[src/rtl/apb_pkg.sv]
// Shared definitions for the APB master and its companion slave blocks.
package apb_pkg;

    typedef logic [2:0] apb_state_t;

    localparam apb_state_t IDLE   = 3'd0;
    localparam apb_state_t SETUP  = 3'd1;
    localparam apb_state_t ACCESS = 3'd2;

    localparam int ADDR_W = 7;
    localparam int DATA_W = 8;

    localparam int MEM_DEPTH_DEF = 32;
    localparam int TIMEOUT_DEF   = 16;

    // The top address bit picks between the two slaves.
    function automatic logic slave1_sel(input logic [ADDR_W-1:0] addr);
        return addr[ADDR_W-1];
    endfunction

endpackage

[src/rtl/apb_master.sv]
// Free-running APB master: issues back-to-back SETUP/ACCESS transfers,
// captures read data, and flags address, timeout and direction errors.
//
// state  | meaning
// IDLE   | after reset or a timeout abort; no slave selected
// SETUP  | address and direction registered, select asserted
// ACCESS | PENABLE high, waiting for PREADY (bounded by TIMEOUT)
module apb_master
    import apb_pkg::*;
#(
    parameter int MEM_DEPTH = MEM_DEPTH_DEF,
    parameter int TIMEOUT   = TIMEOUT_DEF
) (
    input  logic              PCLK,
    input  logic              PRESET,
    input  logic [DATA_W-1:0] PRDATA,
    input  logic              PREADY,
    input  logic [DATA_W-1:0] data_in,
    input  logic [ADDR_W-1:0] pwrite_addr,
    input  logic [ADDR_W-1:0] pread_addr,
    input  logic              write_read,
    output logic              PSELECT1,
    output logic              PSELECT2,
    output logic              PENABLE,
    output logic              PWRITE,
    output logic [ADDR_W-1:0] PADDR,
    output logic [DATA_W-1:0] PWDATA,
    output logic [DATA_W-1:0] data_out,
    output logic [2:0]        state,
    output logic [2:0]        next_state,
    output logic              PSLVERR,
    output logic              error1,
    output logic              error2,
    output logic              error3
);

    localparam int CNT_W = $clog2(TIMEOUT + 1);

    apb_state_t        state_q, state_d;
    logic [ADDR_W-1:0] paddr_q, paddr_d;
    logic              pwrite_q, pwrite_d;
    logic [DATA_W-1:0] pwdata_q, pwdata_d;
    logic [DATA_W-1:0] data_out_q, data_out_d;
    logic [CNT_W-1:0]  wait_cnt_q, wait_cnt_d;
    logic              error1_q, error1_d;
    logic              error2_q, error2_d;
    logic              error3_q, error3_d;

    logic in_access;
    logic in_transfer;
    logic timeout;
    logic addr_err;
    logic done;

    assign in_access   = (state_q == ACCESS);
    assign in_transfer = (state_q == SETUP) || in_access;
    // The wait counter reaches zero only after TIMEOUT stalled ACCESS cycles.
    assign timeout     = in_access && (wait_cnt_q == '0);
    assign addr_err    = (32'(paddr_q[5:0]) >= MEM_DEPTH);
    assign done        = in_access && PREADY && !timeout;

    // Next-state selection; reset forces IDLE so next_state also reads 0.
    always_comb begin
        state_d = state_q;
        if (PRESET) begin
            state_d = IDLE;
        end else begin
            case (state_q)
                IDLE:    state_d = SETUP;
                SETUP:   state_d = ACCESS;
                ACCESS: begin
                    if (timeout)     state_d = IDLE;
                    else if (PREADY) state_d = SETUP;
                    else             state_d = ACCESS;
                end
                default: state_d = IDLE;
            endcase
        end
    end

    // Transfer datapath: address on SETUP entry, write data on ACCESS entry.
    always_comb begin
        paddr_d    = paddr_q;
        pwrite_d   = pwrite_q;
        pwdata_d   = pwdata_q;
        data_out_d = data_out_q;
        wait_cnt_d = wait_cnt_q;
        if (state_d == SETUP) begin
            pwrite_d = write_read;
            paddr_d  = write_read ? pwrite_addr : pread_addr;
        end
        if (state_q == SETUP) begin
            pwdata_d   = data_in;
            wait_cnt_d = CNT_W'(TIMEOUT);
        end
        if (in_access && !PREADY && (wait_cnt_q != '0)) begin
            wait_cnt_d = wait_cnt_q - CNT_W'(1);
        end
        if (done && !pwrite_q && !addr_err) begin
            data_out_d = PRDATA;
        end
    end

    // Error flags are only ever set for a cycle that will be spent in ACCESS.
    always_comb begin
        error1_d = 1'b0;
        error2_d = 1'b0;
        error3_d = 1'b0;
        if (state_d == ACCESS) begin
            error1_d = addr_err;
            error2_d = in_access && !PREADY && (wait_cnt_q == CNT_W'(1));
            error3_d = (write_read != pwrite_q);
        end
    end

    // State and datapath registers with synchronous reset.
    always_ff @(posedge PCLK) begin
        if (PRESET) begin
            state_q    <= IDLE;
            paddr_q    <= '0;
            pwrite_q   <= 1'b0;
            pwdata_q   <= '0;
            data_out_q <= '0;
            wait_cnt_q <= '0;
            error1_q   <= 1'b0;
            error2_q   <= 1'b0;
            error3_q   <= 1'b0;
        end else begin
            state_q    <= state_d;
            paddr_q    <= paddr_d;
            pwrite_q   <= pwrite_d;
            pwdata_q   <= pwdata_d;
            data_out_q <= data_out_d;
            wait_cnt_q <= wait_cnt_d;
            error1_q   <= error1_d;
            error2_q   <= error2_d;
            error3_q   <= error3_d;
        end
    end

    assign PSELECT1   = in_transfer && slave1_sel(paddr_q);
    assign PSELECT2   = in_transfer && !slave1_sel(paddr_q);
    assign PENABLE    = in_access;
    assign PWRITE     = pwrite_q;
    assign PADDR      = paddr_q;
    assign PWDATA     = pwdata_q;
    assign data_out   = data_out_q;
    assign state      = state_q;
    assign next_state = state_d;
    assign error1     = error1_q;
    assign error2     = error2_q;
    assign error3     = error3_q;
    assign PSLVERR    = (error1_q || error2_q || error3_q) && in_access;

endmodule

[config.mk]
export PLATFORM = sky130hd
export DESIGN_NAME = apb_master
export DESIGN_NICKNAME = d
export VERILOG_FILES = /design/src/rtl/apb_pkg.sv /design/src/rtl/apb_master.sv
export SDC_FILE = /design/constraint.sdc
export NUM_CORES = 1
export LEC_CHECK = 0
export CAP_MARGIN = 20
export CORE_MARGIN = 2
export CORE_UTILIZATION = 45
export DETAILED_ROUTE_END_ITERATION = 8
export GPL_TIMING_DRIVEN = 0
export PLACE_DENSITY = 0.84
export SLEW_MARGIN = 5
export SYNTH_ARGS = -nofsm -noshare
export SYNTH_HDL_FRONTEND = slang
export SYNTH_SLANG_ARGS = --single-unit
export TNS_END_PERCENT = 5
[constraint.sdc]
create_clock -name PCLK -period 3.5 [get_ports PCLK]
set_clock_uncertainty 0.15 [all_clocks]
set_input_delay 0.525 -clock PCLK [delete_from_list [all_inputs] [get_ports PCLK]]
set_output_delay 0.525 -clock PCLK [all_outputs]
set_load 0.01 [all_outputs]
==> run summary, run 1 <==
Final setup violation count: 0
Total die area: 0.00419 mm²
Final Cycle Share: 0.931
Final Power: 1.05 mW
Core area: 0.00361 mm²
Leak: 1.01 nW
First-pass GRT wire length: 6530 µm
WL/cell: 13.8 µm
DP Cell Count: 273
Area growth, synth to finish: 50.2%
Die Span X: 64.8 µm
CP Launch Type: flop
Post-layout min period: 3260 ps
Initial antenna violation count: 0
Clock root buffer: clkbuf_8
Slew Viols, Final: 0
H-Tree Level Count: 2
Setup TNS Final: 0 ps
WL final: 3870 µm
Num CTS Buffers: 5
Seq/Total Area, Yosys: 0.410
Vias in the first global route: 1,410
Worst setup EP type: output pin
Number of gates resized after CTS: 0
Cts-stage hold buffer count: 0
# clock sinks: 34
Effective utilization at floorplan: 0.461
Grt ovf: 0
Worst rel slew slack: 0.550
Peak supply drop: 0.000294 V
Via count: 1,424
Pin count of the biggest net entering global routing: 11
Synthesized flop and latch total: 34
Fin cells: 281
Post-CTS Setup Repair Bufs: 0
Pwr Density: 422 mW/mm²
Max FO, Critical Path: 10
Post-Syn Area: 0.00166 mm²
ANT cells: 0
Clock Path Buffers: 2
CTS tree: yes
Netlist cell types: 38
Row count: 22
Status: finished, final reports clean
I/O pin count: 71
DP Worst Slack: 314 ps
Final HPWL DP: 2860 µm
Die span in y: 64.8 µm
Total track usage: 0.204
GPL Wtd Cong: 0.789
Final nets: 273
Critical Path AT: 2580 ps
Class of the most critical hold timing path: input port to flop
Crit Path Class: flop to output pin
DRC viols: 0
Worst Tran Pin Value: 676 ps
Reg clk slew, reported paths: 70 ps
Final hold slack: 312 ps
Mapped Cells: 158
Ys Warns: 0
CP Data Required Time: 2820 ps
Mapped Avg Cell Area: 10.5 µm²
First-pass iteration count of the detailed router: 4
Port Buffers: 66
Clk Latency, worst-skew pair: 280 ps
Final WS setup: 240 ps
ANT nets after route: 0
Unrepaired setup endpoints after global routing: no
F_max: 0.307 GHz
Max_cap viols: 0
Iteration-0 DRC Markers: 73
Vias per cell: 5.07
Share of layout cells above drive strength 1: 0.133
Final Hold Fails: 0
-- synthesized netlist by cell type --
cell,count,share of area
nor2b_1,1,0.0038
conb_1,1,0.0023
clkbuf_1,3,0.0068
or4_1,1,0.0045
ha_1,7,0.053
a31oi_4,1,0.013
nand2b_1,2,0.0075
o41ai_4,1,0.017
a31oi_1,1,0.0038
a31o_2,1,0.0053
and4_1,1,0.0053
nor4_1,2,0.0075
inv_1,4,0.0090
nor3_1,5,0.015
a211o_2,1,0.0060
nor3b_1,1,0.0045
mux2i_1,23,0.14
buf_6,4,0.027
xnor2_1,1,0.0053
a21oi_1,13,0.039
and2_1,2,0.0075
o21ai_0,1,0.0030
o31a_1,2,0.011
nor4b_4,1,0.014
dlygate4sd1_1,1,0.0053
and2b_2,1,0.0053
or3b_2,1,0.0053
clkbuf_8,1,0.0083
or4b_4,1,0.0083
a311oi_2,7,0.063
or3_1,2,0.0075
nor2_1,22,0.050
o41ai_1,1,0.0053
and2b_1,1,0.0045
buf_2,1,0.0030
nand2_1,3,0.0068
buf_4,2,0.0090
dfxtp_1,34,0.41
-- final timing paths --
path,start,endpoint,slack (ps),cells after the start
worst min-delay path,PRESET,error3,310,2
worst max-delay path,state[0],next_state[0],240,6
worst min register to register,PWDATA[6],PWDATA[6],340,2
worst max register to register,state[0],PADDR[2],1320,6
-- placed cells by master, fill, tap and decap left out, types with 2 or more instances in the layout --
| cell | n |
|---|---|
| buf_4 | 2 |
| mux2i_1 | 23 |
| or3_1 | 2 |
| nor3_1 | 5 |
| inv_1 | 4 |
| nor2_1 | 22 |
| and2_1 | 2 |
| a21oi_1 | 13 |
| ha_1 | 7 |
| buf_6 | 4 |
| nand2_1 | 3 |
| clkbuf_1 | 3 |
| dfxtp_1 | 34 |
| nand2b_1 | 2 |
| conb_1 | 2 |
| nor4_1 | 2 |
| o31a_1 | 2 |
| clkbuf_8 | 9 |
| a311oi_2 | 7 |
| clkdlybuf4s50_1 | 66 |
-- registers in the layout, summed over array words and instances, names as in the netlist --
name / count
PWDATA: 8
data_out: 8
error2: 1
wait_cnt_q: 5
PADDR: 7
state: 2
error1: 1
PWRITE: 1
error3: 1
-- power by group --
group / total [mW] / internal [mW] / leakage, nW / switching, mW
Sequential: 0.437 / 0.415 / 0.277 / 0.0218
Combinational: 0.285 / 0.159 / 0.678 / 0.126
Clock: 0.331 / 0.198 / 0.0575 / 0.133
-- cell type report --
cell class | count | area [µm²]
plain buffers | 12 | 98.8
clock buffers | 8 | 110
fillers | 302 | 1110
inverters | 4 | 15.0
multi-input cells | 109 | 871
flip-flops and latches | 34 | 681
well taps | 48 | 60.1
repair buffers | 66 | 661
-- per-stage QoR --
stage	utilization	area (µm²)
2_1_floorplan	-	1670
3_3_place_gp	0.662	2390
3_5_place_dp	0.662	2390
4_1_cts	0.692	2500
5_1_grt	0.692	2500
6_report	0.692	2500
-- routing by layer --
metal	GRT usage	up-vias	share of wire	routed length, µm
met4	0.0878	0	0.015	57
met3	0.0521	5	0.067	260
li1	-	714	-	-
met1	0.243	652	0.45	1740
met2	0.345	53	0.47	1810
met5	0	-	0	0
-- critical path, cell delays in order (launching register included) --
cell and delay, ps:
dfxtp_1 350, inv_1 160, ha_1 280, nand2_1 150
o41ai_4 560, buf_6 250, clkdlybuf4s50_1 550
-- logic make-up after synthesis --
kind of cell,synth area share
adder cells (fa/ha/maj),0.0527
AO/OA/AOI/OAI,0.166
XOR/XNOR,0.00527
other,0.00226
AND/OR/NAND/NOR,0.157
buffers and inverters,0.0685
multiplexers,0.139
flip-flops,0.410
No activity file was read; power rests on OpenSTA's default activity.
==> run 2, diff against run 1 <==
SETUP_SLACK_MARGIN = 0.4   (was default)
==> run 2 against run 1 <==
Effect of this change: global-route usage increased by 0.073 points; non-clock buffer count up 1; register-to-register slack improved by 30 ps.
==> run summary, run 2 (synthesized netlist as in run 1, its figures left out) <==
Max_cap viols: 0
Row count: 22
Footprint of the multi-input gates: 873 µm²
CTS tree: yes
Status: finished, final reports clean
ANT cells: 0
Num CTS Buffers: 5
Worst Tran Pin Value: 688 ps
First-pass iteration count of the detailed router: 4
# clock sinks: 34
H-Tree Level Count: 2
Total track usage: 0.205
F_max: 0.335 GHz
Total die area: 0.00419 mm²
Final Power: 1.06 mW
Sequential fraction of design power: 0.413
Share of layout cells above drive strength 1: 0.141
First-pass GRT wire length: 6560 µm
Vias per cell: 5.10
CP Data Required Time: 2820 ps
Final Hold Fails: 0
Die span in y: 64.8 µm
Initial antenna violation count: 0
Pin count of the biggest net entering global routing: 11
Clk Latency, worst-skew pair: 280 ps
Int Pwr: 0.775 mW
Clock root buffer: clkbuf_8
Die Span X: 64.8 µm
Iteration-0 DRC Markers: 75
NetSw: 0.283 mW
Grt ovf: 0
Vias in the first global route: 1,415
Final HPWL DP: 2860 µm
Peak supply drop: 0.000294 V
ANT nets after route: 0
Crit Path Class: flop to output pin
Post-layout min period: 2990 ps
Storage element area: 681 µm²
Final Cycle Share: 0.854
Class of the most critical hold timing path: input port to flop
Clock Power Share: 0.315
Port Buffers: 66
Most frequent cells in the layout: clkdlybuf4s50_1 (65), dfxtp_1 (34), mux2i_1 (23)
Max FO, Critical Path: 10
Worst setup EP type: output pin
Cts-stage hold buffer count: 0
Via count: 1,439
Critical Path AT: 2310 ps
Core area: 0.00361 mm²
DRC viols: 0
WL/cell: 13.9 µm
Unrepaired setup endpoints after global routing: yes
Effective utilization at floorplan: 0.461
Setup TNS Final: 0 ps
CP Launch Type: flop
Slew Viols, Final: 0
Pwr Density: 422 mW/mm²
Cells on Worst Hold Path: 2
Worst rel slew slack: 0.541
Sw frac: 0.268
I/O pin count: 71
Comb pwr share: 0.272
GPL Wtd Cong: 0.789
WL final: 3930 µm
Reg clk slew, reported paths: 70 ps
Filler Cells Inserted: 300
Final setup violation count: 0
Final nets: 274
Clock Path Buffers: 2
Reg2reg path depth: 7
Leak: 1.03 nW
Area growth, synth to finish: 51.0%
Leading cell type in the layout, fill and taps excluded: clkdlybuf4s50_1
-- run 2: stage by stage --
step	instance area, µm²	cells	util	setup slack, ps	hold WS, ps
4_1_cts	2500	282	0.694	435	308
2_1_floorplan	1670	159	-	1290	370
6_report	2510	282	0.696	513	314
3_3_place_gp	2390	273	0.662	307	323
3_5_place_dp	2390	273	0.662	314	337
5_1_grt	2510	282	0.696	376	328
-- run 2: what timing repair did --
item                                    in CTS  in global routing
cloned                                       0                  0
setup buffers                                1                  0
gates resized for setup                      0                  2
pin swaps                                    1                  0
endpoints found under the setup margin       1                  2
-- run 2: cell type report --
type	count	area share
Tap cell	48	0.0239
Multi-Input combinational cell	109	0.348
Inverter	4	0.00599
Sequential cell	34	0.271
Buffer	12	0.0394
Clock buffer	8	0.0439
Timing Repair Buffer	67	0.267
-- run 2: critical path: stages, from the launching register on --
cell and delay, ps:
dfxtp_1 350, inv_1 160, ha_2 260, nand2_1 120, o41ai_4 370, buf_6 210
clkdlybuf4s50_1 550
-- run 2: power by group through the flow --
stage / combinational (mW) / sequential, mW / clock [mW]
3_3_place_gp: 0.282 / 0.444 / 0
4_1_cts: 0.290 / 0.436 / 0.340
2_1_floorplan: 0.150 / 0.454 / 0
5_1_grt: 0.312 / 0.440 / 0.356
6_report: 0.288 / 0.437 / 0.333
3_5_place_dp: 0.286 / 0.444 / 0
-- run 2: final timing paths --
path / from / to / slack [ps]
max: state[0] / next_state[0] / 510
min reg2reg: data_out[4] / data_out[4] / 340
min: PRESET / error3 / 310
max reg2reg: wait_cnt_q[1] / data_out[6] / 1350
-- run 2: routing by layer --
metal  routed length (µm)  track usage  up-vias  share of wire
li1                     -            -      716              -
met1                 1770        0.243      667           0.45
met2                 1840        0.348       51           0.47
met3                  261       0.0521        5          0.066
met4                   57       0.0878        0          0.015
met5                    0            0        -              0
==> run 3, diff against run 2 <==
CORE_UTILIZATION = 42   (was 45)
PLACE_DENSITY = 0.79   (was 0.84)
clock period = 3.09 ns   (was 3.5 ns; I/O delays follow)
==> run 3 against run 2 <==
Effect of this change: cell area increased by 0.55%; sequential cell count unchanged; sequential share of layout area decreased by 0.098 points; final cell count increased by 0.71%; largest cell class unchanged; clock power increased by 23%; sequential power increased by 14%; critical endpoint is now next_state[1]; clock-buffer cell count decreased by 3; largest power group unchanged; combinational power increased by 16%; register-to-register slack got worse by 330 ps; hold slack got worse by 87 ps; die area increased by 6.7%.
==> run summary, run 3 (synthesized netlist as in run 1, its figures left out) <==
Final Power: 1.24 mW
Clock root buffer: clkbuf_8
Port Buffers: 66
Unrepaired setup endpoints after global routing: no
DRC viols: 0
Peak supply drop: 0.000407 V
F_max: 0.390 GHz
Clk Latency, worst-skew pair: 290 ps
Final setup violation count: 0
Worst rel slew slack: 0.578
Final HPWL DP: 2770 µm
Critical Path AT: 1950 ps
Num CTS Buffers: 5
First-pass GRT wire length: 6540 µm
Total die area: 0.00448 mm²
Share of layout cells above drive strength 1: 0.165
Max FO, Critical Path: 4
Crit Path Class: flop to output pin
GPL Wtd Cong: 0.753
Post-route design area: 0.00252 mm²
Post-Place Cell Area: 0.00239 mm²
Vias in the first global route: 1,438
Leak: 1.02 nW
Total track usage: 0.199
First-pass iteration count of the detailed router: 6
Setup TNS Final: 0 ps
Max_cap viols: 0
Iteration-0 DRC Markers: 40
CP Data Required Time: 2480 ps
Final Hold Fails: 0
Post-layout min period: 2570 ps
Row count: 22
Initial antenna violation count: 0
Clock Path Buffers: 2
Final core utilization: 0.674
Die span in y: 66.9 µm
WL final: 3860 µm
Class of the most critical hold timing path: input port to flop
Worst Tran Pin Value: 633 ps
Leading cell type in the layout, fill and taps excluded: clkdlybuf4s50_1
Status: finished, final reports clean
ANT nets after route: 0
Slew Viols, Final: 0
Storage element area: 682 µm²
# clock sinks: 34
Core area: 0.00374 mm²
CTS tree: yes
Die Span X: 66.9 µm
Most frequent cells in the layout: clkdlybuf4s50_1 (64), dfxtp_1 (33), mux2i_1 (23)
Final nets: 276
Reg clk slew, reported paths: 70 ps
ANT cells: 0
Final Cycle Share: 0.831
Grt ovf: 0
Pwr Density: 491 mW/mm²
CP Launch Type: flop
H-Tree Level Count: 2
Filler Cells Inserted: 321
Footprint of the multi-input gates: 876 µm²
Cts-stage hold buffer count: 0
I/O pin count: 71
Pin count of the biggest net entering global routing: 13
Vias per cell: 5.07
Area growth, synth to finish: 51.8%
Effective utilization at floorplan: 0.444
WL/cell: 13.6 µm
Via count: 1,441
Worst setup EP type: output pin
run 3: cell type report:
type,count,area share
clock buffer,5,0.0273
timing repair buffer,69,0.268
inverter,4,0.00595
sequential,34,0.270
tap,48,0.0238
buffer,12,0.0392
clock inverter,3,0.0179
multi-input combinational,109,0.347
run 3: final timing paths:
check	from	end	slack (ps)	cells after the start
worst max-delay path	wait_cnt_q[1]	next_state[1]	520	7
worst max register to register	wait_cnt_q[1]	PADDR[4]	1020	7
worst min-delay path	PRESET	error3	230	2
worst min register to register	data_out[0]	data_out[0]	350	2
run 3: repair_timing:
item	CTS	global route
pin swaps	1	0
resized for setup	6	2
setup buffers	3	0
setup endpoints to repair	2	1
run 3: power breakdown:
group / leakage (nW) / internal, mW / switching [mW] / total, mW
Combinational: 0.692 / 0.186 / 0.147 / 0.333
Sequential: 0.277 / 0.470 / 0.0255 / 0.496
Clock: 0.0504 / 0.240 / 0.171 / 0.411
run 3: metal layers:
metal | GRT usage | routed length, µm | vias up
met4 | 0.0918 | 42 | 0
met2 | 0.319 | 1750 | 52
met1 | 0.223 | 1720 | 668
met3 | 0.0912 | 347 | 4
met5 | 0 | 0 | -
li1 | - | - | 717
run 3: metrics by stage:
stage	instances	hold slack (ps)	setup WS (ps)
floorplan	159	370	939
global placement	273	323	44.7
detailed placement	273	337	53.6
CTS	284	219	353
global route	284	230	430
finish	284	228	524
run 3: critical path, stage by stage, from the launching register on:
cell      delay (ps)
dfxtp_1          320
inv_1            110
ha_1             180
or4b_4           490
a31oi_4          210
clkbuf_8         170
nor2_1            40
clkbuf_2         150
